## src/rtl/board_input_ctrl_pkg.sv

```systemverilog
// Shared encodings for the board-input front end.
package board_input_ctrl_pkg;

    typedef enum logic [1:0] {
        MODE_HALT = 2'b00,
        MODE_STEP = 2'b01,
        MODE_RUN  = 2'b10
    } mode_t;

endpackage

```

## src/rtl/board_input_ctrl_debounce_filter.sv

```systemverilog
// Two-flop synchroniser, debounce counter and rising-edge press detector
// for one asynchronous board input.
module debounce_filter #(
    parameter int unsigned DEBOUNCE_CYCLES = 1000000,
    parameter int unsigned CNT_W           = 20
) (
    input  logic clock,
    input  logic resetn,
    input  logic raw,
    output logic stable,
    output logic press
);

    localparam logic [CNT_W-1:0] CNT_LAST = CNT_W'(DEBOUNCE_CYCLES - 1);

    logic             sync0;
    logic             sync1;
    logic             stable_d;
    logic [CNT_W-1:0] cnt;

    always_ff @(posedge clock) begin
        if (!resetn) begin
            sync0    <= 1'b0;
            sync1    <= 1'b0;
            stable   <= 1'b0;
            stable_d <= 1'b0;
            cnt      <= '0;
        end else begin
            sync0    <= raw;
            sync1    <= sync0;
            stable_d <= stable;
            // Any return to the stable level restarts the count.
            if (sync1 == stable) begin
                cnt <= '0;
            end else if (cnt == CNT_LAST) begin
                stable <= sync1;
                cnt    <= '0;
            end else begin
                cnt <= cnt + CNT_W'(1);
            end
        end
    end

    assign press = stable & ~stable_d;

endmodule

```

## src/rtl/board_input_ctrl.sv

```systemverilog
// Board-input front end: debounced buttons/switches and the HALT/STEP/RUN
// state machine that issues one-cycle CPU clock enables.
module board_input_ctrl
    import board_input_ctrl_pkg::*;
#(
    parameter int unsigned DEBOUNCE_CYCLES = 1000000,
    parameter int unsigned CNT_W           = 20,
    parameter int unsigned RUN_DIV_BIT     = 21,
    parameter int unsigned NUM_SW          = 8
) (
    input  logic              clock,
    input  logic              resetn,
    input  logic              btn_step,
    input  logic              btn_mode,
    input  logic [NUM_SW-1:0] sw_raw,
    output logic [NUM_SW-1:0] sw_db,
    output logic [1:0]        mode,
    output logic              step_pulse,
    output logic              cpu_ce
);

    logic                   step_press;
    logic                   mode_press;
    logic                   step_lvl_unused;
    logic                   mode_lvl_unused;
    logic [NUM_SW-1:0]      sw_press_unused;
    mode_t                  mode_q;
    logic [RUN_DIV_BIT-1:0] run_cnt;

    debounce_filter #(.DEBOUNCE_CYCLES(DEBOUNCE_CYCLES), .CNT_W(CNT_W)) u_db_step (
        .clock(clock), .resetn(resetn), .raw(btn_step),
        .stable(step_lvl_unused), .press(step_press)
    );

    debounce_filter #(.DEBOUNCE_CYCLES(DEBOUNCE_CYCLES), .CNT_W(CNT_W)) u_db_mode (
        .clock(clock), .resetn(resetn), .raw(btn_mode),
        .stable(mode_lvl_unused), .press(mode_press)
    );

    for (genvar i = 0; i < NUM_SW; i++) begin : g_sw
        debounce_filter #(.DEBOUNCE_CYCLES(DEBOUNCE_CYCLES), .CNT_W(CNT_W)) u_db_sw (
            .clock(clock), .resetn(resetn), .raw(sw_raw[i]),
            .stable(sw_db[i]), .press(sw_press_unused[i])
        );
    end

    always_ff @(posedge clock) begin
        if (!resetn) begin
            mode_q     <= MODE_HALT;
            step_pulse <= 1'b0;
            cpu_ce     <= 1'b0;
            run_cnt    <= '0;
        end else begin
            step_pulse <= 1'b0;
            cpu_ce     <= 1'b0;
            // A mode press takes priority over a step press or a divider wrap.
            case (mode_q)
                MODE_HALT: begin
                    if (mode_press) mode_q <= MODE_STEP;
                end
                MODE_STEP: begin
                    if (mode_press) begin
                        mode_q  <= MODE_RUN;
                        run_cnt <= '0;
                    end else if (step_press) begin
                        step_pulse <= 1'b1;
                        cpu_ce     <= 1'b1;
                    end
                end
                MODE_RUN: begin
                    if (mode_press) begin
                        mode_q <= MODE_HALT;
                    end else begin
                        run_cnt <= run_cnt + RUN_DIV_BIT'(1);
                        if (run_cnt == '1) cpu_ce <= 1'b1;
                    end
                end
                default: mode_q <= MODE_HALT;
            endcase
        end
    end

    assign mode = mode_q;

endmodule

```

## config.mk

```make
export PLATFORM = sky130hd
export DESIGN_NAME = board_input_ctrl
export DESIGN_NICKNAME = d
export VERILOG_FILES = /design/src/rtl/board_input_ctrl_pkg.sv /design/src/rtl/board_input_ctrl_debounce_filter.sv /design/src/rtl/board_input_ctrl.sv
export SDC_FILE = /design/constraint.sdc
export NUM_CORES = 1
export LEC_CHECK = 0
export BUFFER_PORTS_ARGS = -buffer_cell sky130_fd_sc_hd__clkbuf_2
export CORE_AREA = 3 3 113 224
export CTS_BUF_LIST = sky130_fd_sc_hd__clkbuf_16
export DETAILED_ROUTE_END_ITERATION = 16
export DIE_AREA = 0 0 116 227
export HOLD_SLACK_MARGIN = 0.1
export PLACE_DENSITY = 0.6
export REMOVE_ABC_BUFFERS = 1
export SYNTH_ARGS = -nofsm -noshare
export SYNTH_HDL_FRONTEND = slang
export SYNTH_SLANG_ARGS = --single-unit
```

## constraint.sdc

```tcl
create_clock -name clock -period 2.1 [get_ports clock]
set_clock_uncertainty 0.15 [all_clocks]
set_input_delay 0 -clock clock [delete_from_list [all_inputs] [get_ports clock]]
set_output_delay 0 -clock clock [all_outputs]
set_load 0.05 [all_outputs]
```

==> results of run 1 <==
==> metal layers <==
| layer | part of all wire | vias up |
|---|---|---|
| li1 | - | 4380 |
| met4 | 0.028 | 0 |
| met3 | 0.027 | 38 |
| met1 | 0.38 | 4042 |
| met2 | 0.56 | 83 |
| met5 | 0 | - |
==> logic make-up (layout without fill, tap and decap cells) <==
group | count (synthesis) | after routing
AOI/OAI and AO/OA | 33 | 33
xor gates and xnor gates | 204 | 204
DFF | 257 | 257
buffers and inverters | 68 | 217
muxes | 10 | 10
and+or+nand+nor | 645 | 645
adders and majority gates | 15 | 15
other | 0 | 1
==> sequential cells by signal (all words and copies together), names as in the netlist <==
name / count
u_db_mode.stable: 1
u_db_step.cnt: 20
g_sw.u_db_sw.cnt: 160
run_cnt: 21
g_sw.u_db_sw.sync1: 8
u_db_step.sync1: 1
u_db_step.sync0: 1
u_db_mode.stable_d: 1
g_sw.u_db_sw.sync0: 8
step_pulse: 1
u_db_mode.sync1: 1
u_db_mode.cnt: 20
u_db_step.stable: 1
cpu_ce: 1
mode: 2
u_db_mode.sync0: 1
u_db_step.stable_d: 1
g_sw.u_db_sw.stable: 8
==> metrics by stage <==
step	util	hold slack, ps	area, um^2
3_3_place_gp	0.501	58.0	11900
5_1_grt	0.550	291	13100
6_report	0.551	277	13100
2_1_floorplan	-	-28.3	10700
3_5_place_dp	0.501	59.9	11900
4_1_cts	0.546	251	13000
==> timing repair <==
item                                   4_1_cts  5_1_grt
hold buffers                                29        0
pin swaps                                    7        4
gates resized for setup                      7       23
gates cloned                                 0        0
setup buffers                                3        1
setup endpoints to repair                    6       57
endpoints found under the hold margin       54        0
==> worst paths after layout <==
check,from,endpoint
hold reg to reg,g_sw[7].u_db_sw.sync0,g_sw[7].u_db_sw.sync1
setup reg to reg,run_cnt[7],run_cnt[20]
setup / recovery,run_cnt[7],run_cnt[20]
hold / removal,resetn,run_cnt[0]
==> synth_stat cells (all sizes together) <==
cell type	number
nor2	267
dfxtp	257
xor2	128
nand3	105
nand2	81
xnor2	76
nand4	47
inv	30
and2	27
clkbuf	27
nor3	22
and4	19
nor4b	17
and3	16
ha	15
nor4	13
a211oi	11
buf	11
a21oi	10
mux2i	10
or2	8
or4	8
or3	4
a2111oi	3
nand2b	3
nand3b	3
o21ai	3
nand4b	2
o211ai	2
o31ai	2
a21o	1
a41o	1
nor2b	1
nor4bb	1
or4b	1
==> where the power goes <==
group	switching [uW]	internal (uW)	total (uW)
Combinational	82.1	89.6	172
Clock	1810	2380	4190
Sequential	12.6	4900	4910
Total	1900	7370	9270
==> layout make-up <==
cell class | count | area share
tap | 287 | 0.0274
clock buffer | 25 | 0.0477
antenna | 1 | 0.000191
clock inverter | 17 | 0.00925
sequential | 257 | 0.393
multi-input combinational | 907 | 0.422
timing repair buffer | 145 | 0.0921
inverter | 30 | 0.00859
==> layout by cell type (no fill, tap or decap), types with 4 or more instances in the layout <==
cell type	instances
mux2i_1	10
nor3_1	20
or4_1	4
xor2_1	128
or2_2	7
nand3_1	104
buf_4	84
nor4b_1	15
dfxtp_2	5
and3_1	16
clkbuf_16	25
nor4_1	13
nor2_1	266
buf_12	8
ha_1	13
clkbuf_2	23
xnor2_1	76
inv_1	35
and2_1	27
dfxtp_1	252
a21oi_1	8
nand4_1	46
a211oi_2	6
clkinv_1	6
clkinv_2	4
a211oi_1	5
and4_1	18
dlygate4sd3_1	29
nand2_1	81
==> worst reg2reg max path, cell delays in order, from the launching register on <==
cell and delay [ps]:
dfxtp_2 330, nand4_2 120, or4_4 530, or4_4 440, or3_4 340, a21oi_2 110
==> results.tsv, run 1 <==
stage	metric	value	unit
route	drt drc	0	
clock_network	H-tree levels	1	
clock_network	CTS tree	done	
global_route	met2 usage	0.342	
timing	RSZ-0062 raised after global routing	true	
finish	share of cells above drive strength 1	0.135	
place	post-DP HPWL	15000	um
clock_network	TritonCTS Sinks	257	
run_status	status	completed	
pwr	Overall Power	9270	uW
finish	fillers	2185	
logic_synthesis	largest cells by area after synthesis	dfxtp_1, xor2_1, nor2_1	
global_route	grt ovf	0	
place	Placed Cells	1593	
timing	Slew @ Worst Pin	443	ps
timing	slew margin rel.	0.703	
logic_synthesis	Post-Synth Simple-Gate Area	0.289	
route	Routed Antenna Nets	0	
finish	FF+latch area	5150	um^2
logic_synthesis	multiplexer area fraction after synthesis	0.00921	
logic_synthesis	post-synthesis adder-cell area fraction	0.0173	
logic_synthesis	Syn Area/Cell	8.82	um^2
finish	Area growth, synth to finish	20.7	%
logic_synthesis	#FFs+latches synth	257	
hold_path	Worst Hold Path Cells	4	
worst_setup_path	CP Max Fanout	3	
finish	# nets final	1392	
flow_run	Max Cap Viol	0	
logic_synthesis	yosys warns	0	
global_route	Global Route Usage Sum	0.170	
worst_setup_path	critical path endpoint category	register	
clock_network	Clk Latency, worst-skew pair	520	ps
global_route	M1 GR Usage	0.168	
worst_setup_path	WP buf/inv	0	
hold_path	hold crit path type	in2reg	
logic_synthesis	Synth Area in Compound Gates	0.0204	
clock_network	Root Driver	clkbuf_16	
die	Ports	24	
pwr	leakage power	0.00455	uW
global_route	largest net degree at the start of global routing	21	
die	die width	116	um
die	Initial Utilization	0.456	
die	Row Count	80	
worst_setup_path	CP cell instances	nand4_2 > or4_4 > or4_4 > or3_4 > a21oi_2	
logic_synthesis	post-synthesis sequential area ratio	0.473	
worst_setup_path	CP most frequent cell	or4_4	
global_route	first-pass GRT wire length	37500	um
logic_synthesis	top-area cell type share of the netlist area	0.473	
worst_setup_path	Worst R2R Setup Slack	10	ps
worst_setup_path	Max stage delay on crit path	530	ps
worst_setup_path	CP Data Required Time	2410	ps
route	First DRT Iteration DRCs	295	
die	Die Height	227	um
global_route	number of global-route vias before repair	8656	
route	drt first pass iters	4	
global_route	antenna violations before repair	0	
worst_setup_path	Crit Path Class	reg2reg	
logic_synthesis	largest family of logic cells by synthesized area	simple AND/OR/NAND/NOR gates	
timing	PnR worst setup slack	10.3	ps
clock_network	TritonCTS buffer count	24	
worst_setup_path	crit path max-delay cell type	or4_4	
timing	setup_tns	0	ps
timing	Slew Limit Fails	0	
global_route	GR peak layer	met2	
clock_network	CTS clock-pin slew for the worst setup and hold paths	60	ps
worst_setup_path	Critical Path Stages	5	
logic_synthesis	post-synthesis cell type count	40	
logic_synthesis	Syn Inst Count	1232	
worst_setup_path	Startpoint Class	register	
global_route	M3 GR Usage	0.0245	
route	via count	8543	
timing	endpoints failing setup	0	
finish	Non-Filler Instances	1669	
logic_synthesis	top cell type by total area after synthesis	dfxtp_1	
route	average wire per standard cell	13.0	um
timing	fin crit share	0.995	
timing	final hold violation count	0	
route	post-DR vias/cell	5.12	
worst_setup_path	CP Data Arrival Time	2400	ps
die	Core ar.	23800	um^2
logic_synthesis	xor and xnor area share after synthesis	0.164	
pwr	P per Cell Area	707	nW/um^2
clock_network	Clock Tree Buf Depth	3	
logic_synthesis	Synth Cell Area	10900	um^2
place	Post-Place Worst Slack	-106	ps
worst_setup_path	cell family with the largest share of critical-path delay	simple AND/OR/NAND/NOR gates	
pwr	Max VDD drop	0.000681	V
place	Final GP Congestion	0.795	
route	wirelength, routed	21700	um
finish	area of the multi-input gates	5540	um^2
worst_setup_path	r2r worst-path depth	5	
timing	minimum clock period	2090	ps
timing	Max Fclk	479	MHz
die	die area	26300	um^2
place	I/O Buffers	23	
Note: power is estimated with default switching activity, not from simulation.
==> inputs of run 2 (changes only) <==
--- a/config.mk
+++ b/config.mk
@@ -7,10 +7,11 @@
 export LEC_CHECK = 0
 export BUFFER_PORTS_ARGS = -buffer_cell sky130_fd_sc_hd__clkbuf_2
 export CORE_AREA = 3 3 113 224
-export CTS_BUF_LIST = sky130_fd_sc_hd__clkbuf_16
+export CTS_BUF_LIST = sky130_fd_sc_hd__clkbuf_8
 export DETAILED_ROUTE_END_ITERATION = 16
 export DIE_AREA = 0 0 116 227
 export HOLD_SLACK_MARGIN = 0.1
+export MAX_ROUTING_LAYER = met4
 export PLACE_DENSITY = 0.6
 export REMOVE_ABC_BUFFERS = 1
 export SYNTH_ARGS = -nofsm -noshare
==> run 2 against run 1 <==
  * The run now ends with negative setup slack left
  * Total power down 0.80%
  * First-iteration DRC count up 8.1%
  * Flip-flop and latch count unchanged
  * Sequential power about the same
  * Die area unchanged
  * Sequential share of layout area down 0.15 points
  * Non-clock buffer count up 2
  * Clock-buffer cell count up 25
  * Register-to-register slack worse by 20 ps
  * Largest power group unchanged
==> results.tsv, run 2 (same netlist as run 1, synthesis figures left out) <==
stage	metric	value	unit	change
run_status	status	finished, violations left		was completed
run_status	failing checks	negative setup slack		
die	Row Count	80		unchanged
die	Ports	24		unchanged
route	post-DR vias/cell	5.09		was 5.12
worst_setup_path	CP Data Required Time	2430	ps	was 2410 ps
timing	fin crit share	1.00		was 0.995
timing	Max Fclk	475	MHz	was 479 MHz
finish	fillers	2194		was 2185
worst_setup_path	critical path endpoint category	register		unchanged
die	die area	26300	um^2	unchanged
finish	# nets final	1409		was 1392
worst_setup_path	Startpoint Class	register		unchanged
place	post-DP HPWL	15000	um	unchanged
worst_setup_path	CP Max Fanout	6		was 3
place	DP Area	11900	um^2	unchanged
global_route	antenna violations before repair	0		unchanged
place	I/O Buffers	23		unchanged
clock_network	Root Driver	clkbuf_8		was clkbuf_16
timing	PnR worst setup slack	-6.10	ps	was 10.3 ps
finish	most frequent cells in the layout	nor2_1, dfxtp_1, xor2_1		unchanged
worst_setup_path	cell family with the largest share of critical-path delay	simple AND/OR/NAND/NOR gates		unchanged
timing	RSZ-0062 raised after global routing	true		unchanged
hold_path	hold crit path type	in2reg		unchanged
route	drt drc	0		unchanged
global_route	first-pass GRT wire length	38000	um	was 37500 um
clock_network	Clock Tree Buf Depth	3		unchanged
finish	biggest regs	g_sw.u_db_sw.cnt: 160 flops, run_cnt: 21 flops		unchanged
finish	Inserted Diodes	0		was 1
global_route	Global Route Usage Sum	0.178		was 0.170
route	First DRT Iteration DRCs	319		was 295
route	average wire per standard cell	12.8	um	was 13.0 um
flow_run	Max Cap Viol	0		unchanged
timing	Slew @ Worst Pin	457	ps	was 443 ps
die	Initial Utilization	0.456		unchanged
place	Post-Place Worst Slack	-106	ps	unchanged
finish	commonest non-fill, non-tap cell in the layout	nor2_1		unchanged
global_route	number of global-route vias before repair	8728		was 8656
place	Placed Cells	1593		unchanged
finish	Biggest register	g_sw.u_db_sw.cnt		unchanged
timing	final hold violation count	0		unchanged
die	die width	116	um	unchanged
finish	Non-Filler Instances	1698		was 1669
worst_setup_path	CP Data Arrival Time	2430	ps	was 2400 ps
finish	share of cells above drive strength 1	0.154		was 0.135
timing	slew margin rel.	0.693		was 0.703
worst_setup_path	Max stage delay on crit path	400	ps	was 530 ps
die	Core ar.	23800	um^2	unchanged
finish	Layout Cell Area excl Fill	13200	um^2	was 13100 um^2
finish	number of flip-flops in the largest register	160		unchanged
place	Final GP Congestion	0.806		was 0.795
worst_setup_path	WP buf/inv	2		was 0
timing	Slew Limit Fails	0		unchanged
worst_setup_path	crit path max-delay cell type	or3_4		was or4_4
global_route	largest net degree at the start of global routing	21		unchanged
clock_network	CTS tree	done		unchanged
global_route	grt ovf	0		unchanged
die	Die Height	227	um	unchanged
route	drt first pass iters	4		unchanged
timing	minimum clock period	2110	ps	was 2090 ps
route	wirelength, routed	21800	um	was 21700 um
clock_network	TritonCTS buffer count	39		was 24
pwr	leakage power	0.00461	uW	was 0.00455 uW
clock_network	CTS clock-pin slew for the worst setup and hold paths	60	ps	about the same
worst_setup_path	CP cell instances	inv_2 > ha_2 > or3_4 > a21o_1 > buf_4 > or4_1 > a21oi_1		was nand4_2 > or4_4 > or4_4 > or3_4 > a21oi_2
timing	endpoints failing setup	1		was 0
pwr	P per Cell Area	699	nW/um^2	was 707 nW/um^2
route	Routed Antenna Nets	0		unchanged
finish	Area growth, synth to finish	21.1	%	was 20.7%
clock_network	TritonCTS Sinks	257		unchanged
pwr	Max VDD drop	0.000451	V	was 0.000681 V
worst_setup_path	Crit Path Class	reg2reg		unchanged
route	via count	8642		was 8543
clock_network	Clk Latency, worst-skew pair	550	ps	was 520 ps
clock_network	H-tree levels	2		was 1
## run 2: power by group
group	switching [uW]	total, uW	internal (uW)
Sequential	12.6	4910	4900
Clock	1960	4110	2160
Combinational	82.4	174	92.1
## run 2: path summary, 6_finish.rpt
| kind | from | end | slack (ps) | depth (start not counted) |
|---|---|---|---|---|
| worst max register to register | mode[0] | run_cnt[14] | -6 | 7 |
| worst max-delay path | mode[0] | run_cnt[14] | -6 | 7 |
| worst min register to register | g_sw[4].u_db_sw.sync0 | g_sw[4].u_db_sw.sync1 | 280 | 1 |
| worst min-delay path | resetn | run_cnt[0] | 240 | 4 |
## run 2: cell type report
cell class                      count  area (um^2)  area share
Clock buffer                       50          688      0.0523
Timing Repair Buffer              147         1220      0.0929
Inverter                           30          113     0.00855
Multi-Input combinational cell    907         5530       0.420
Clock inverter                     20         97.6     0.00741
Tap cell                          287          359      0.0273
Sequential cell                   257         5150       0.391
## run 2: per-stage QoR
stage | power, uW | util | setup TNS [ps] | hold slack [ps]
floorplan | 5070 | - | -7150 | -28.3
global placement | 5150 | 0.501 | -222 | 58.0
detailed placement | 5150 | 0.501 | -320 | 59.9
CTS | 9400 | 0.549 | 0 | 201
global route | 9590 | 0.553 | -120 | 239
finish | 9200 | 0.553 | -6.10 | 243
## run 2: routing by layer
metal | routed length (um) | GRT usage | up-vias
met5 | 0 | - | -
met4 | 758 | 0.0772 | 0
met3 | 641 | 0.0319 | 61
met2 | 12000 | 0.336 | 93
met1 | 8370 | 0.171 | 4062
li1 | - | - | 4426
## run 2: worst register-to-register path: cells and delay by family (launching register included)
family	cells	cell delay (ps)
simple gates	2	800
flops	1	370
compound gates	2	350
buf+inv	2	200
fa+ha+maj	1	170
## run 2: what timing repair did
item	4_1_cts	5_1_grt
setup endpoints to repair	6	58
pin swaps	6	5
hold endpoints to repair	59	0
hold buffers	31	0
resized for setup	9	21
buffers inserted	3	1
==> inputs of run 3 (changes only) <==
--- a/config.mk
+++ b/config.mk
@@ -5,11 +5,12 @@
 export SDC_FILE = /design/constraint.sdc
 export NUM_CORES = 1
 export LEC_CHECK = 0
+export ABC_AREA = 1
 export BUFFER_PORTS_ARGS = -buffer_cell sky130_fd_sc_hd__clkbuf_2
-export CORE_AREA = 3 3 113 224
+export CORE_AREA = 3 3 121 240
 export CTS_BUF_LIST = sky130_fd_sc_hd__clkbuf_8
 export DETAILED_ROUTE_END_ITERATION = 16
-export DIE_AREA = 0 0 116 227
+export DIE_AREA = 0 0 124 243
 export HOLD_SLACK_MARGIN = 0.1
 export MAX_ROUTING_LAYER = met4
 export PLACE_DENSITY = 0.6
==> run 3 against run 2 <==
  * The flow now finishes without violations
  * Maximum frequency up 2.2%
  * Flip-flop and latch count unchanged
  * Die area is 14% higher
  * Core utilization decreased by 4.3 points
  * First-iteration DRC count rose by 50%
  * Global-route usage grew 1.2 points
  * Critical path depth is the same
  * Combinational power down 7%
  * Routed wire length rose by 23%
  * Total power up 0.57%
  * Clock power increased by 2%
  * Critical path type is now in2reg
  * Largest cell class unchanged
  * Largest power group unchanged
==> results.tsv, run 3 <==
stage	metric	value	unit	change
worst_setup_path	CP Max Fanout	1		was 6
clock_network	Clk Latency, worst-skew pair	550	ps	about the same
logic_synthesis	Syn Inst Count	1810		was 1232
clock_network	Root Driver	clkbuf_8		unchanged
pwr	Clk pwr share	0.452		was 0.447
die	Row Count	86		was 80
route	drt first pass iters	4		unchanged
finish	biggest regs	g_sw.u_db_sw.cnt: 160 flops, run_cnt: 21 flops		unchanged
worst_setup_path	Startpoint Class	primary input		was register
die	Core ar.	27500	um^2	was 23800 um^2
place	I/O Buffers	23		unchanged
pwr	Flop pwr share	0.531		was 0.534
die	die width	124	um	was 116 um
timing	Max Fclk	485	MHz	was 475 MHz
clock_network	H-tree levels	2		unchanged
clock_network	TritonCTS Sinks	257		unchanged
logic_synthesis	post-synthesis sequential area ratio	0.411		was 0.473
place	Placed Cells	2165		was 1593
route	First DRT Iteration DRCs	480		was 319
clock_network	TritonCTS buffer count	40		was 39
route	wirelength, routed	26800	um	was 21800 um
logic_synthesis	top-area cell type share of the netlist area	0.411		was 0.473
pwr	leakage power	0.00486	uW	was 0.00461 uW
logic_synthesis	top-count cell post-synth	nand2_1		was nor2_1
finish	# nets final	1914		was 1409
timing	minimum clock period	2060	ps	was 2110 ps
pwr	Comb power frac	0.017		was 0.019
global_route	antenna violations before repair	1		was 0
pwr	Switch Pwr	2050	uW	about the same
logic_synthesis	Synth async-reset ratio	0		unchanged
logic_synthesis	Syn Area/Cell	6.91	um^2	was 8.82 um^2
die	Die Height	243	um	was 227 um
timing	final hold violation count	0		unchanged
finish	fillers	2873		was 2194
timing	setup_tns	0	ps	was -6.10 ps
route	post-DR vias/cell	4.83		was 5.09
worst_setup_path	CP most frequent cell	dlygate4sd3_1		
timing	endpoints failing setup	0		was 1
timing	slew margin rel.	0.680		was 0.693
finish	most frequent cells in the layout	nand2_1, nor2_1, dfxtp_1		was nor2_1, dfxtp_1, xor2_1
worst_setup_path	Max stage delay on crit path	540	ps	was 400 ps
logic_synthesis	top cell type by total area after synthesis	dfxtp_1		unchanged
pwr	Max VDD drop	0.000516	V	was 0.000451 V
timing	RSZ-0062 raised after global routing	false		was true
global_route	first-pass GRT wire length	46100	um	was 38000 um
logic_synthesis	Synth Cell Area	12500	um^2	was 10900 um^2
die	die area	30100	um^2	was 26300 um^2
clock_network	Clock Tree Buf Depth	3		unchanged
finish	share of cells above drive strength 1	0.0800		was 0.154
worst_setup_path	CP Data Required Time	2380	ps	was 2430 ps
global_route	Global Route Usage Sum	0.189		was 0.178
logic_synthesis	Post-synth EDFFs	0		unchanged
die	Ports	24		unchanged
worst_setup_path	CP cell instances	dlygate4sd3_1 > clkbuf_2 > dlygate4sd3_1 > nand2_1 > dlygate4sd3_1 > inv_1 > dlygate4sd3_1		was inv_2 > ha_2 > or3_4 > a21o_1 > buf_4 > or4_1 > a21oi_1
timing	Slew Limit Fails	0		unchanged
worst_setup_path	critical path endpoint category	register		unchanged
hold_path	hold crit path type	in2reg		unchanged
finish	Non-Filler Instances	2266		was 1698
finish	commonest non-fill, non-tap cell in the layout	nand2_1		was nor2_1
clock_network	CTS clock-pin slew for the worst setup and hold paths	60	ps	about the same
place	post-DP HPWL	19500	um	was 15000 um
worst_setup_path	CP Data Arrival Time	2340	ps	was 2430 ps
timing	Slew @ Worst Pin	476	ps	was 457 ps
worst_setup_path	Crit Path Class	in2reg		was reg2reg
route	drt drc	0		unchanged
logic_synthesis	largest cells by area after synthesis	dfxtp_1, nand2_1, nor2_1		was dfxtp_1, xor2_1, nor2_1
pwr	P per Cell Area	659	nW/um^2	was 699 nW/um^2
route	average wire per standard cell	11.8	um	was 12.8 um
finish	Biggest register	g_sw.u_db_sw.cnt		unchanged
clock_network	CTS tree	done		unchanged
pwr	Int Pwr	7200	uW	was 7150 uW
finish	Area growth, synth to finish	12.2	%	was 21.1%
logic_synthesis	Most used DFF post-synth	dfxtp_1		unchanged
finish	number of flip-flops in the largest register	160		unchanged
pwr	Net Sw Frac	0.221		was 0.223
global_route	number of global-route vias before repair	10800		was 8728
run_status	status	completed		was finished, violations left
route	Routed Antenna Nets	0		unchanged
worst_setup_path	crit path max-delay cell type	dlygate4sd3_1		was or3_4
logic_synthesis	yosys warns	0		unchanged
global_route	grt ovf	0		unchanged
logic_synthesis	#FFs+latches synth	257		unchanged
hold_path	Worst Hold Path Cells	4		unchanged
logic_synthesis	post-synthesis cell type count	36		was 40
place	Final GP Congestion	0.901		was 0.806
flow_run	Max Cap Viol	0		unchanged
die	Initial Utilization	0.454		was 0.456
timing	fin crit share	0.982		was 1.00
route	via count	10900		was 8642
logic_synthesis	Post-synth top cells	nand2_1, nor2_1, dfxtp_1		was nor2_1, dfxtp_1, xor2_1
global_route	largest net degree at the start of global routing	23		was 21
worst_setup_path	r2r worst-path depth	9		was 7
## run 3: per-layer routing
layer  track usage  vias to the layer above  share of wire
met5             -                        -              0
li1              -                     5772              -
met3        0.0324                       90          0.031
met4        0.0884                        0          0.042
met2         0.362                      140           0.55
met1         0.176                     4936           0.38
## run 3: final cells by class
type                       count  area [um^2]  share of cell area
tap                          352          440              0.0314
inverter                     207          777              0.0554
antenna                        1         2.50            0.000178
timing repair buffer          64          515              0.0367
multi-input combinational   1317         6360               0.454
clock inverter                19          113             0.00803
clock buffer                  49          674              0.0481
sequential                   257         5140               0.367
## run 3: logic make-up (layout without fill, tap and decap cells)
kind of cell	count (synthesis)	count (layout)	synth area share
adders and majority gates	15	15	0.0150
buffers and inverters	236	339	0.0797
xor gates and xnor gates	103	103	0.0721
AOI/OAI and AO/OA	104	104	0.0439
DFF	257	257	0.411
other	0	1	0
and+or+nand+nor	1095	1095	0.378
## run 3: worst max-delay path: cells and delay by family
family        cells  cell delay, ps
buf+inv           6            2280
simple gates      1              60
## run 3: path summary, 6_finish.rpt
| kind | endpoint | slack, ps | start |
|---|---|---|---|
| hold reg to reg | g_sw[6].u_db_sw.sync1 | 270 | g_sw[6].u_db_sw.sync0 |
| setup / recovery | u_db_step.sync0 | 40 | btn_step |
| setup reg to reg | run_cnt[5] | 260 | mode[1] |
| hold / removal | g_sw[6].u_db_sw.stable | 190 | resetn |
## run 3: metrics by stage
stage                     total power, uW  instance area [um^2]  utilization  setup slack [ps]  hold slack (ps)
after floorplan                      5080                 12300            -              7.37            -56.5
after CTS                            9470                 14000        0.509               103              119
final                                9250                 14000        0.509              38.8              190
after global placement               5140                 12900        0.469               320             30.9
after global routing                 9710                 14000        0.509              9.56              187
after detailed placement             5140                 12900        0.469               247             36.9
## run 3: what timing repair did
| action | 4_1_cts | 5_1_grt |
|---|---|---|
| endpoints found under the hold margin | 86 | 0 |
| hold buffers | 32 | 0 |
| resized for setup | 0 | 0 |
| setup buffers | 0 | 0 |
## run 3: power groups by stage
stage	Clock [uW]	Combinational [uW]	Sequential [uW]
after floorplan	0	60.9	5020
after global placement	0	118	5020
after CTS	4390	164	4910
final	4180	162	4910
after global routing	4620	183	4910
after detailed placement	0	118	5020
